$ cat src/rtl/pipeline_stall_controller.sv
`default_nettype none
// ==== pipeline_stall_controller : stall/flush sequencer for the 5-stage MIPS pipeline ====
// ==== rev 1.0 : explicit hazard FSM with saturating stall-cycle counter              ====
module pipeline_stall_controller #(
   parameter int BR_TIMEOUT = 4,
   parameter int CNT_W      = 16
) (
   input  logic             clk,
   input  logic             rst_n,
   input  logic             load_use_hazard,
   input  logic             branch_in_id,
   input  logic             branch_resolved,
   input  logic             branch_taken,
   input  logic             ex_busy,
   output logic             pc_write_en,
   output logic             if_id_write_en,
   output logic             id_ex_write_en,
   output logic             id_ex_bubble,
   output logic             if_id_flush,
   output logic             pc_sel_branch,
   output logic             br_timeout_err,
   output logic [CNT_W-1:0] stall_cycles,
   output logic [1:0]       state
);

   localparam int BR_W = $clog2(BR_TIMEOUT + 1);
   localparam logic [BR_W-1:0] BR_LAST = BR_W'(BR_TIMEOUT - 1);

   typedef enum logic [1:0] {
      RUN     = 2'd0,
      BR_WAIT = 2'd1,
      FLUSH   = 2'd2,
      EX_WAIT = 2'd3
   } state_t;

   state_t          cur_state;
   state_t          nxt_state;
   logic [BR_W-1:0] br_cnt;
   logic [BR_W-1:0] br_cnt_nxt;
   logic            err_set;

   always_ff @(posedge clk or negedge rst_n) begin
      if (!rst_n) begin
         cur_state      <= RUN;
         br_cnt         <= '0;
         br_timeout_err <= 1'b0;
         stall_cycles   <= '0;
      end else begin
         cur_state <= nxt_state;
         br_cnt    <= br_cnt_nxt;
         if (err_set)
            br_timeout_err <= 1'b1;
         if (!pc_write_en && (stall_cycles != {CNT_W{1'b1}}))
            stall_cycles <= stall_cycles + CNT_W'(1);
      end
   end

   always_comb begin
      pc_write_en    = 1'b1;
      if_id_write_en = 1'b1;
      id_ex_write_en = 1'b1;
      id_ex_bubble   = 1'b0;
      if_id_flush    = 1'b0;
      pc_sel_branch  = 1'b0;
      nxt_state      = cur_state;
      br_cnt_nxt     = br_cnt;
      err_set        = 1'b0;

      // A busy multicycle unit freezes the whole front end and the branch timer.
      if (ex_busy) begin
         pc_write_en    = 1'b0;
         if_id_write_en = 1'b0;
         id_ex_write_en = 1'b0;
         if (cur_state == RUN)
            nxt_state = EX_WAIT;
      end else begin
         case (cur_state)
            RUN, EX_WAIT: begin
               nxt_state = RUN;
               if (load_use_hazard) begin
                  pc_write_en    = 1'b0;
                  if_id_write_en = 1'b0;
                  id_ex_bubble   = 1'b1;
               end else if (branch_in_id) begin
                  pc_write_en    = 1'b0;
                  if_id_write_en = 1'b0;
                  id_ex_bubble   = 1'b1;
                  nxt_state      = BR_WAIT;
                  br_cnt_nxt     = '0;
               end
            end
            BR_WAIT: begin
               pc_write_en    = 1'b0;
               if_id_write_en = 1'b0;
               id_ex_bubble   = 1'b1;
               br_cnt_nxt     = br_cnt + BR_W'(1);
               if (branch_resolved && branch_taken) begin
                  pc_write_en   = 1'b1;
                  pc_sel_branch = 1'b1;
                  if_id_flush   = 1'b1;
                  nxt_state     = FLUSH;
               end else if (branch_resolved) begin
                  pc_write_en    = 1'b1;
                  if_id_write_en = 1'b1;
                  nxt_state      = RUN;
               end else if (br_cnt == BR_LAST) begin
                  // Timed out: release as if not taken so the pipeline cannot lock up.
                  pc_write_en    = 1'b1;
                  if_id_write_en = 1'b1;
                  err_set        = 1'b1;
                  nxt_state      = RUN;
               end
            end
            FLUSH: begin
               id_ex_bubble = 1'b1;
               nxt_state    = RUN;
            end
            default: nxt_state = RUN;
         endcase
      end
   end

   assign state = cur_state;

endmodule
`default_nettype wire

$ cat config.mk
export PLATFORM = sky130hd
export DESIGN_NAME = pipeline_stall_controller
export DESIGN_NICKNAME = d
export VERILOG_FILES = /design/src/rtl/pipeline_stall_controller.sv
export SDC_FILE = /design/constraint.sdc
export NUM_CORES = 1
export LEC_CHECK = 0
export ABC_AREA = 1
export ABC_CLOCK_PERIOD_IN_PS = 1700
export BUFFER_PORTS_ARGS = -buffer_cell sky130_fd_sc_hd__buf_2
export CORE_MARGIN = 5
export CORE_UTILIZATION = 35
export DETAILED_ROUTE_END_ITERATION = 10
export PLACE_DENSITY = 0.61
export SLEW_MARGIN = 10
export SYNTH_ARGS = -nofsm -noshare
export SYNTH_HDL_FRONTEND = slang
export SYNTH_SLANG_ARGS = --single-unit
$ cat constraint.sdc
create_clock -name clk -period 1.7 [get_ports clk]
set_input_delay 0.085 -clock clk [delete_from_list [all_inputs] [get_ports clk]]
set_output_delay 0.085 -clock clk [all_outputs]
set_load 0.02 [all_outputs]
# Word level (Yosys, flattened, before mapping)
# Cells that the tools add are included.
[totals] inputBits=7 out_inout_bits=25 register_bits=22 wordCells=58
[classes] muxes=33 n_addsub=2 eq_ne=9 n_bitwise=1 n_reduce_logical=9
[op_table] op="two-way mux 1 bit" count=21
[op_table] op="adder 16 x 1 -> 16 bit, second input constant" count=1
[op_table] op="!= test 16 bit, second input constant" count=1
[op_table] op="two-way mux 2 bit" count=5
[op_table] op="two-way mux 3 bit" count=2
[op_table] op="case mux 1 bit (2 select lines)" count=3
[op_table] op="case mux 2 bit (3 select lines)" count=1
[op_table] op="case mux 3 bit (2 select lines)" count=1
[op_table] op="!= test 5 bit, second input constant" count=1
[op_table] op="== test 2 bit, second input constant" count=2
[op_table] op="!= test 2 bit, second input constant" count=2
[op_table] op="AND reduction 4 bit" count=1
[op_table] op="OR reduction 2 bit" count=2
[op_table] op="adder 3 x 1 -> 3 bit, second input constant" count=1
[op_table] op="== test 3 x 2 -> 1 bit, second input constant" count=1
[op_table] op="== test 2 x 1 -> 1 bit, second input constant" count=1
[op_table] op="logical AND 1 bit" count=2
[op_table] op="zero test 2 bit" count=1
[op_table] op="!= test 2 x 1 -> 1 bit, second input constant" count=1
[op_table] op="AND reduction 2 bit" count=1
[op_table] op="nonzero test 2 bit" count=1
[op_table] op="zero test 1 bit" count=1
[op_table] op="NOT 1 bit" count=1

# Depth between registers and ports, before layout
[logic_depth] ltp_word=8 mapped_depth=11 depth_no_buf=10

# Least setup slack after synthesis
# No wires, ideal clock.
[synth_timing] kind="register to register" start="register cur_state[0], in the netlist state[0]" end="register stall_cycles[3]" path_stages_with_launch=12 setup_slack_ns=0.000 synth_period_minus_slack_ns=1.700 setup_ns=0.117 arrival_ns=1.583 path_buffers=1 t_required_ns=1.583 path_cell_list="dfrtp_1 > inv_1 > ha_1 > nor2_1 > nand2_1 > nand3_1 > nand2_1 > nand2_2 > inv_1 > buf_2 > nand2_1 > nand2_1"
[synth_via] elab_chain_cells=6 elab_cells_between_ends=8 cone_classes="eq/ne (2); mux (2); reduce/logical (4)"
[synth_rtl] element="start, declared" line_no="36" rtl="state_t cur_state;"
[synth_rtl] element="start signal, assigned" line_no="49" rtl="cur_state <= nxt_state;"
[synth_rtl] element="== test 2 bit or zero test 2 bit (tied branches)" line_no="77" rtl="case (cur_state)"
[synth_rtl] element="OR reduction 2 bit" line_no="77"
[synth_rtl] element="case mux 1 bit (2 select lines) (*)" line_no="77"
[synth_rtl] element="two-way mux 1 bit (*)" line_no="70" rtl="if (ex_busy) begin"
[synth_rtl] element="zero test 1 bit (*)" line_no="53" rtl="if (!pc_write_en && (stall_cycles != {CNT_W{1'b1}}))"
[synth_rtl] element="logical AND 1 bit (*)" line_no="53"
[synth_rtl] element="end signal, assigned" line_no="54" rtl="stall_cycles <= stall_cycles + CNT_W'(1);"
[synth_rtl] element="end, declared" line_no="22" rtl="output logic [CNT_W-1:0] stall_cycles,"
# Mark *: on every way between the ends. The rest lies on a longest branch, timed or not.
# A chain may end at the register's enable or synchronous reset.

# Worst setup path in the final report
[layout_timing] start="register br_cnt[1]" end="output port pc_write_en"
[layout_via] elab_chain_cells=6
[layout_rtl] element="start, declared" line_no="38" rtl="logic [BR_W-1:0] br_cnt;"
[layout_rtl] element="start signal, assigned" line_no="50" rtl="br_cnt <= br_cnt_nxt;"
[layout_rtl] element="== test 3 x 2 -> 1 bit" line_no="106" rtl="end else if (br_cnt == BR_LAST) begin"
[layout_rtl] element="two-way mux 1 bit" line_no="106"
[layout_rtl] element="two-way mux 1 bit" line_no="102" rtl="end else if (branch_resolved) begin"
[layout_rtl] element="two-way mux 1 bit" line_no="97" rtl="if (branch_resolved && branch_taken) begin"
[layout_rtl] element="case mux 1 bit (2 select lines)" line_no="77"
[layout_rtl] element="two-way mux 1 bit" line_no="70"
[layout_rtl] element="end, declared" line_no="15" rtl="output logic pc_write_en,"
# No other way between the ends.

==> flow_summary.yaml <==
outcome:
  status: "completed"
place:
  hpwl_um: 2410
  port_buffers: 31
  gp_congestion: 0.870
  place_ws_ns: -0.0270
die:
  ios: 32
  initial_core_util: 0.359
  rows: 23
  die-area_um2: 5440
  dieHeight_um: 73.8
  die_w_um: 73.8
  core-area_um2: 3970
drt:
  num_vias: 1404
  vias_per_cell: 4.70
  drtPass1Iterations: 4
  wl_per_cell_um: 11.5
  drt_wl_total_um: 3430
  antenna_left: 0
  drtIter0Drc: 68
  drc: 0
timing:
  tns_ns: 0
  hold_violations: 0
  post-route-period-util: 0.981
  slew_headroom: 0.678
  finalSetupViolations: 0
  rsz0062_at_grt: "yes"
  fin_ws_ns: 0.0317
  tightestPinTransition_ns: 0.483
  fmax_mhz: 599
  skew_ns: 0.00703
  drv_slew: 0
  period_minus_slack_ns: 1.67
setup_path:
  cp_max_fo: 3
  timing.rr.end: "stall_cycles[6]$_DFFE_PN0P_"
  arrival_ns: 1.58
  regToRegStartpoint: "br_cnt[1]$_DFFE_PN0P_"
  cp.required_ns: 1.62
  path_class: "register to primary output"
  rrSetupSlack_ns: 0.09
  cp-end-kind: "primary output"
  start_kind: "register"
  r2r_cells: 9
clock_tree:
  worst_skew_pair.late_latency_ns: 0.26
  cts-root-buf: "clkbuf_8"
  cts_tree: "built"
  clk_pin_slew_worst_paths_ns: 0.07
  cts_buffers: 3
  htree_levels: 1
  cts.path.max_buffers: 2
  cts.sinks: 22
grt:
  grt-ovfl-total: 0
  grt_use_total: 0.135
  grt_antenna_before_repair: 0
  grt_max_degree: 23
  grt_pass1_vias: 1290
  grt_pass1_wl_um: 5760
synthesis:
  async_flop_share: 1.00
  synthCells: 205
  synth-seq-cells: 22
  synth.distinct_cells: 23
  synth_area_um2: 1420
  ys.flop_type: "dfrtp_1"
  synth_nets: 218
  yosysWarnings: 0
  avgSynthCellArea_um2: 6.95
  synth_edf_count: 0
  ys_seq_area_frac: 0.387
pwr:
  powerDensity_nw_per_um2: 1260
  leakage_nw: 0.973
  vdd_drop_max_uv: 792
  power_mw: 2.35
layout:
  syn_to_final_growth_pct: 30.6
  layout.nets: 263
  final_common_cell: "nand2_1"
  drive_gt1_frac: 0.273
  fillCellCount: 410
  diodes: 0
  layout_common_cells: "nand2_1, buf_2, inv_1"
job:
  maxCapViolCount: 0
worst_hold_path:
  hold_path_class: "input pin to register"
  holdPathEnd: "br_cnt[2]$_DFFE_PN0P_"
  hold_path_startpoint: "ex_busy"
  whs_path_depth: 3
[synth_stat cells (2+ instances only)]
library cell  count  area [um2]
dfrtp_1          22         551
xnor2_1           6        52.6
ha_1              6        75.1
a21oi_1           2        10.0
nand2_1          83         312
nand4_1           6        37.5
inv_1            26        97.6
o21ai_0           9        45.0
nor2_1           23        86.3
nand3_1           8        40.0
nand2_2           2        12.5
[state kept, by name, indices dropped and copies added (netlist names)]
register,cells
stall_cycles,16
state,2
br_cnt,3
br_timeout_err,1
[how the worst max path moves through the flow]
stage,end,from
6_report,pc_write_en,br_cnt[1]$_DFFE_PN0P_
5_1_grt,if_id_write_en,state[1]$_DFFE_PN0P_
4_1_cts,pc_write_en,state[0]$_DFFE_PN0P_
3_5_place_dp,stall_cycles[3]$_DFFE_PN0P_,br_cnt[0]$_DFFE_PN0P_
3_3_place_gp,stall_cycles[1]$_DFFE_PN0P_,br_cnt[0]$_DFFE_PN0P_
2_1_floorplan,stall_cycles[3]$_DFFE_PN0P_,state[1]$_DFFE_PN0P_
[cell type report]
class | instances | area (um2) | area share
sequential | 22 | 552 | 0.297
tap | 50 | 62.6 | 0.0336
timing repair buffer | 43 | 268 | 0.144
timing repair inverter | 1 | 7.51 | 0.00404
inverter | 26 | 101 | 0.0545
clock buffer | 4 | 45.0 | 0.0242
multi-input combinational | 153 | 823 | 0.443
[per-layer routing]
metal / global-route usage / part of all wire
met5: 0 / 0
met4: 0.0241 / 0.0067
met3: 0.0342 / 0.035
met2: 0.219 / 0.48
met1: 0.183 / 0.48
[what timing repair did]
action	CTS	global route
gates cloned	0	1
resized for setup	14	16
pin swaps	5	5
hold endpoints to repair	22	0
buffers inserted	4	4
setup endpoints to repair	15	18
hold buffers	1	0
[stage by stage]
stage	hold WS [ns]	utilization	instances	cell area, um2
floorplan	-0.211	-	205	1430
global placement	0.0812	0.408	285	1620
detailed placement	0.0767	0.408	285	1620
CTS	0.148	0.440	294	1750
global route	0.170	0.468	299	1860
finish	0.155	0.468	299	1860
[critical path: stages, from the launching register on]
cell and delay (ns):
dfrtp_1 0.39, ha_2 0.20, ha_4 0.16, o21ai_2 0.14, nand3_2 0.08, nand2_2 0.08
buf_6 0.11, inv_1 0.04, buf_6 0.12
[kinds of logic after synthesis]
family / count (synthesis) / synth area share
DFF: 22 / 0.387
and+or+nand+nor: 125 / 0.358
muxes: 1 / 0.00703
adders and majority gates: 6 / 0.0527
xor gates and xnor gates: 7 / 0.0431
AOI/OAI and AO/OA: 14 / 0.0536
buffers and inverters: 30 / 0.0993
[where the power goes]
| group | leakage [nW] | internal, mW | switching [mW] |
|---|---|---|---|
| sequential | 0.290 | 0.654 | 0.166 |
| combinational | 0.660 | 0.529 | 0.669 |
| clock | 0.0228 | 0.167 | 0.165 |
| total | 0.973 | 1.35 | 1.00 |
Note: power is estimated with default switching activity, not from simulation.
